## config.mk

```make
export PLATFORM = sky130hd
export DESIGN_NAME = wb_stage
export DESIGN_NICKNAME = d
export VERILOG_FILES = /design/src/rtl/cpu_pkg.sv /design/src/rtl/load_align.sv /design/src/rtl/wb_stage.sv
export SDC_FILE = /design/constraint.sdc
export NUM_CORES = 1
export LEC_CHECK = 0
export CAP_MARGIN = 20
export CELL_PAD_IN_SITES_DETAIL_PLACEMENT = 1
export CELL_PAD_IN_SITES_GLOBAL_PLACEMENT = 2
export CORE_AREA = 2 2 108 110
export CTS_CLUSTER_SIZE = 28
export DETAILED_ROUTE_END_ITERATION = 8
export DIE_AREA = 0 0 110 112
export DONT_BUFFER_PORTS = 1
export GPL_ROUTABILITY_DRIVEN = 1
export PLACE_DENSITY = 0.76
export SYNTH_ARGS = -nofsm -noshare
export SYNTH_HDL_FRONTEND = slang
export SYNTH_SLANG_ARGS = --single-unit
```

## constraint.sdc

```tcl
create_clock -name clk -period 3.05 [get_ports clk]
set_clock_uncertainty 0.2 [all_clocks]
set_input_delay 0.61 -clock clk [delete_from_list [all_inputs] [get_ports clk]]
set_output_delay 0.61 -clock clk [all_outputs]
set_load 0.05 [all_outputs]
```

## src/rtl/cpu_pkg.sv

```systemverilog
// Shared definitions for the CPU pipeline: bus widths, ms_to_ws_bus field offsets and load-op
// encodings.
package cpu_pkg;

  localparam int unsigned MS_BUS_W  = 75;
  localparam int unsigned FWD_BUS_W = 38;

  // ms_to_ws_bus layout, MSB first: {pc, gr_we, dest, res, ld_op, addr_lo}
  localparam int unsigned MS_ADDR_LO_LSB = 0;
  localparam int unsigned MS_LD_OP_LSB   = 2;
  localparam int unsigned MS_RES_LSB     = 5;
  localparam int unsigned MS_DEST_LSB    = 37;
  localparam int unsigned MS_GR_WE_BIT   = 42;
  localparam int unsigned MS_PC_LSB      = 43;

  localparam logic [2:0] LD_OP_W  = 3'b000;
  localparam logic [2:0] LD_OP_B  = 3'b001;
  localparam logic [2:0] LD_OP_H  = 3'b010;
  localparam logic [2:0] LD_OP_BU = 3'b011;
  localparam logic [2:0] LD_OP_HU = 3'b100;

endpackage

```

## src/rtl/load_align.sv

```systemverilog
// Combinational load-data alignment: selects the addressed byte or half of the raw result and
// sign- or zero-extends it. Word loads and unused encodings pass the result through.
module load_align
  import cpu_pkg::*;
(
  input  logic [31:0] res_i,
  input  logic [2:0]  ld_op_i,
  input  logic [1:0]  addr_lo_i,
  output logic [31:0] data_o
);

  logic [7:0]  byte_sel;
  logic [15:0] half_sel;

  // Lane select; addr_lo[0] is ignored for halves since misalignment traps upstream.
  always_comb begin
    unique case (addr_lo_i)
      2'd0:    byte_sel = res_i[7:0];
      2'd1:    byte_sel = res_i[15:8];
      2'd2:    byte_sel = res_i[23:16];
      default: byte_sel = res_i[31:24];
    endcase
    half_sel = addr_lo_i[1] ? res_i[31:16] : res_i[15:0];
  end

  // Extension by load type.
  always_comb begin
    case (ld_op_i)
      LD_OP_B:  data_o = {{24{byte_sel[7]}}, byte_sel};
      LD_OP_H:  data_o = {{16{half_sel[15]}}, half_sel};
      LD_OP_BU: data_o = {24'd0, byte_sel};
      LD_OP_HU: data_o = {16'd0, half_sel};
      default:  data_o = res_i;
    endcase
  end

endmodule

```

## src/rtl/wb_stage.sv

```systemverilog
// Writeback stage: registers one instruction from MEM over a valid/allowin handshake, aligns load
// data and drives the register-file write port, the decode forwarding bus and a retire counter.
// Optional feature macro: DEBUG_TRACE_EN adds the debug_wb_* trace ports and stores the pc field.
module wb_stage
  import cpu_pkg::*;
(
  input  logic                 clk,
  input  logic                 reset,
  input  logic                 ms_to_ws_valid,
  input  logic [MS_BUS_W-1:0]  ms_to_ws_bus,
  output logic                 ws_allowin,
  input  logic                 wb_hold,
  output logic                 rf_we,
  output logic [4:0]           rf_waddr,
  output logic [31:0]          rf_wdata,
  output logic [FWD_BUS_W-1:0] ws_fwd_bus,
`ifdef DEBUG_TRACE_EN
  output logic [31:0]          debug_wb_pc,
  output logic [3:0]           debug_wb_rf_we,
  output logic [4:0]           debug_wb_rf_wnum,
  output logic [31:0]          debug_wb_rf_wdata,
`endif
  output logic [31:0]          retire_cnt
);

  logic        ws_valid_q, ws_valid_d;
  logic        gr_we_q, gr_we_d;
  logic [4:0]  dest_q, dest_d;
  logic [31:0] res_q, res_d;
  logic [2:0]  ld_op_q, ld_op_d;
  logic [1:0]  addr_lo_q, addr_lo_d;
  logic [31:0] retire_cnt_q, retire_cnt_d;
`ifdef DEBUG_TRACE_EN
  logic [31:0] pc_q, pc_d;
`endif

  logic        ws_ready_go;
  logic        load_payload;
  logic        writes_rf;
  logic [31:0] aligned_data;

  // Handshake, payload capture and retirement counting.
  always_comb begin
    ws_ready_go  = !wb_hold;
    ws_allowin   = !ws_valid_q || ws_ready_go;
    load_payload = ms_to_ws_valid && ws_allowin;

    ws_valid_d   = ws_allowin ? ms_to_ws_valid : ws_valid_q;
    gr_we_d      = gr_we_q;
    dest_d       = dest_q;
    res_d        = res_q;
    ld_op_d      = ld_op_q;
    addr_lo_d    = addr_lo_q;
`ifdef DEBUG_TRACE_EN
    pc_d         = pc_q;
`endif
    if (load_payload) begin
      gr_we_d   = ms_to_ws_bus[MS_GR_WE_BIT];
      dest_d    = ms_to_ws_bus[MS_DEST_LSB +: 5];
      res_d     = ms_to_ws_bus[MS_RES_LSB +: 32];
      ld_op_d   = ms_to_ws_bus[MS_LD_OP_LSB +: 3];
      addr_lo_d = ms_to_ws_bus[MS_ADDR_LO_LSB +: 2];
`ifdef DEBUG_TRACE_EN
      pc_d      = ms_to_ws_bus[MS_PC_LSB +: 32];
`endif
    end

    // Every retirement counts, including dest=0 and non-writing instructions.
    retire_cnt_d = retire_cnt_q + {31'd0, ws_valid_q && ws_ready_go};
  end

  // Stage registers with asynchronous reset.
  always_ff @(posedge clk or posedge reset) begin
    if (reset) begin
      ws_valid_q   <= 1'b0;
      gr_we_q      <= 1'b0;
      dest_q       <= 5'd0;
      res_q        <= 32'd0;
      ld_op_q      <= 3'd0;
      addr_lo_q    <= 2'd0;
      retire_cnt_q <= 32'd0;
`ifdef DEBUG_TRACE_EN
      pc_q         <= 32'd0;
`endif
    end else begin
      ws_valid_q   <= ws_valid_d;
      gr_we_q      <= gr_we_d;
      dest_q       <= dest_d;
      res_q        <= res_d;
      ld_op_q      <= ld_op_d;
      addr_lo_q    <= addr_lo_d;
      retire_cnt_q <= retire_cnt_d;
`ifdef DEBUG_TRACE_EN
      pc_q         <= pc_d;
`endif
    end
  end

  load_align u_load_align (
    .res_i     (res_q),
    .ld_op_i   (ld_op_q),
    .addr_lo_i (addr_lo_q),
    .data_o    (aligned_data)
  );

  // Register-file write and forwarding; forwarding ignores hold because the data is already final.
  always_comb begin
    writes_rf  = ws_valid_q && gr_we_q && (dest_q != 5'd0);
    rf_we      = writes_rf && ws_ready_go;
    rf_waddr   = dest_q;
    rf_wdata   = aligned_data;
    ws_fwd_bus = {writes_rf, dest_q, aligned_data};
    retire_cnt = retire_cnt_q;
  end

`ifdef DEBUG_TRACE_EN
  // Debug trace mirrors the write port.
  always_comb begin
    debug_wb_pc       = pc_q;
    debug_wb_rf_we    = {4{rf_we}};
    debug_wb_rf_wnum  = rf_waddr;
    debug_wb_rf_wdata = rf_wdata;
  end
`endif

endmodule

```

==> out/summary.txt <==
Peak VDD IR -> 0.000569 V
Synth area leader -> dfrtp_1
Worst hold path class -> primary input to asynchronous set/reset pin
Dpl hpwl -> 7.79 mm
Number of synthesized register bits -> 76
Crit-path max cell delay -> 0.39 ns
WS Path Type -> flip-flop to output port
Distinct cells, synth -> 42
Final Power -> 4.76 mW
Sw frac -> 0.467
Post-DRT Antenna Nets -> 0
Worst skew pair latency -> 0.33 ns
First drt pass iteration count -> 4
Syn Area/Cell -> 11.5 um^2
Setup_tns -> 0 ns
Fin util -> 0.460
Root buf cell -> clkbuf_16
Lkg Pwr -> 2.36 nW
CP max FO -> 13
Placed cell count -> 514
Max-cap violations -> 0
Top post-synthesis cells by count -> dfrtp_1, nand2_1, mux2_2
Drt wl/cell -> 20.3 um
CTS Buf Count -> 9
CTS tree -> done
Die footprint -> 12300 um^2
Die W -> 110 um
Largest net degree at the start of global routing -> 77
Final Wtd Congestion -> 0.839
Crit. End Element -> output port
Crit path DAT -> 2.14 ns
Worst slew pin tran -> 0.662 ns
Number of global-route vias before repair -> 3172
Initial drt markers -> 106
Gr usage total -> 0.185
Critical path cell sequence -> buf_6 > mux2_1 > nor3b_2 > a21oi_4 > buf_4 > o211a_1 > buf_12
Num rows -> 39
Synth Warn # -> 0
# DRC -> 0
Count of final max-slew check failures -> 0
Post-route cell area -> 5140 um^2
Starting density of the core -> 0.372
Layout Nets -> 467
Layout cells sized above 1 -> 0.382
Final hold viol count -> 0
First-pass GRT wire length -> 17.3 mm
Sinks on Clock Net -> 76
Worst path required time -> 2.24 ns
Rel. slew slack -> 0.554
Vias -> 2931
Net Sw Power -> 2.22 mW
Number of fill cells -> 1178
Minimum clock period after layout -> 2.95 ns
Syn Nets -> 442
Core ar. -> 11200 um^2
Period utilization -> 0.968
Mapped cell area -> 4160 um^2
Top cells by area, synth -> dfrtp_1, mux2_2, buf_4, mux4_2, nand2_1
GRT overflow -> 0
Vias per cell -> 5.49
Combinational share of power -> 0.535
Die H -> 112 um
Power share of the sequential group -> 0.268
Clk slew on worst S/H paths -> 0.06 ns
Power Internal -> 2.53 mW
I/O pins -> 188
PortBufs -> 0
WP buf/inv -> 3
Post-placement cell area -> 4820 um^2
PwrDens -> 925 nW/um^2
Layout area overhead -> 23.6%
Cells after Synth -> 361
Status -> complete, no violations
Synth top area share -> 0.457
H-tree lvl count -> 3
Sequential Area -> 1900 um^2
Fin cells -> 534
Power share of the clock group -> 0.197
F_max -> 0.339 GHz
CP max-delay cell -> mux2_1
Post-synthesis sequential area ratio -> 0.457
Synth Flop Type -> dfrtp_1
CTS Buffer Depth -> 2
Overall routed net length -> 10.8 mm
Initial antenna violation count -> 5
Final setup viols -> 0
Multi-input logic area -> 1910 um^2
Family with the most delay on the worst path -> buffers and inverters
Ys async rst share -> 1.00
EDFF count, synth -> 0
Startpoint types -> flip-flop
Top-count cell post-synth -> dfrtp_1
path summary, 6_finish.rpt:
check                          startpoint        endpoint  slack (ns)  depth (start not counted)
max                          addr_lo_q[1]  ws_fwd_bus[29]         0.1                          7
min                                 reset  retire_cnt[12]        0.05                          2
max reg2reg                    ws_valid_q  retire_cnt[22]        0.62                          7
min reg2reg                       gr_we_q         gr_we_q        0.33                          1
max in group asynchronous           reset      ld_op_q[2]        2.27                          2
min in group clk           ms_to_ws_valid      ws_valid_q        0.20                          1
logic make-up (layout without fill, tap and decap cells):
| kind of cell | after synthesis | in the layout | synth area share |
|---|---|---|---|
| AND/OR/NAND/NOR | 105 | 105 | 0.136 |
| flip-flops | 76 | 76 | 0.457 |
| buffers and inverters | 56 | 85 | 0.0926 |
| multiplexers | 52 | 52 | 0.162 |
| AO/OA/AOI/OAI | 39 | 39 | 0.0809 |
| XOR/XNOR | 31 | 31 | 0.0653 |
| adder cells (fa/ha/maj) | 2 | 2 | 0.00601 |
| other | 0 | 1 | 0 |
placed cells by master, fill, tap and decap left out, drive strengths merged:
master  count
mux2       44
a21oi       3
nand2      45
nor2        5
o211a      16
and3        7
nand4       9
mux4        8
o311a       1
a22oi       9
diode       1
nor4        5
xnor2      17
buf        69
nand3b      1
clkinv      4
o21ai       1
or4         1
and4        4
clkbuf     12
nor2b       6
a31oi       1
nor3        3
dfrtp      76
or3         1
a211oi      1
xor2       14
and2        4
nor3b       1
o211ai      7
nand2b      3
nand3       9
or2         1
ha          2
timing repair:
item	in CTS	in global routing
hold buffers	0	0
gates cloned	0	0
pin swaps	0	0
setup endpoints to repair	37	51
gates resized for setup	4	7
setup buffers	0	4
per-stage QoR:
step	setup slack (ns)	hold slack, ns
after floorplan	0.0127	0.281
after detailed placement	0.228	0.319
after global routing	-0.0129	0.0682
final	0.0972	0.0487
after CTS	0.0108	0.0664
after global placement	0.275	0.287
sequential cells by signal, summed over array words and instances, names as in the netlist:
register	flops
ld_op_q	3
gr_we_q	1
res_q	32
addr_lo_q	2
ws_valid_q	1
retire_cnt	32
rf_waddr	5
per-layer routing:
metal	track usage	vias to the layer above	wire [um]
met4	0.0785	8	231
met3	0.0603	28	817
met5	0	-	63
met1	0.221	1486	4170
li1	-	1306	-
met2	0.303	103	5560
cell type report:
class	instances	area share
clock inverters	3	0.00292
diodes	1	0.000487
flip-flops and latches	76	0.370
well taps	143	0.0348
inverters	1	0.000973
multi-input cells	229	0.372
clock buffers	12	0.0460
repair buffers	69	0.173
power by group through the flow:
stage / logic (mW) / clock network (mW) / registers (mW)
2_1_floorplan: 1.76 / 0 / 1.40
3_3_place_gp: 2.49 / 0 / 1.28
3_5_place_dp: 2.52 / 0 / 1.29
4_1_cts: 2.54 / 0.965 / 1.27
5_1_grt: 2.65 / 1.01 / 1.30
6_report: 2.54 / 0.938 / 1.27
No activity file was read; power rests on OpenSTA's default activity.
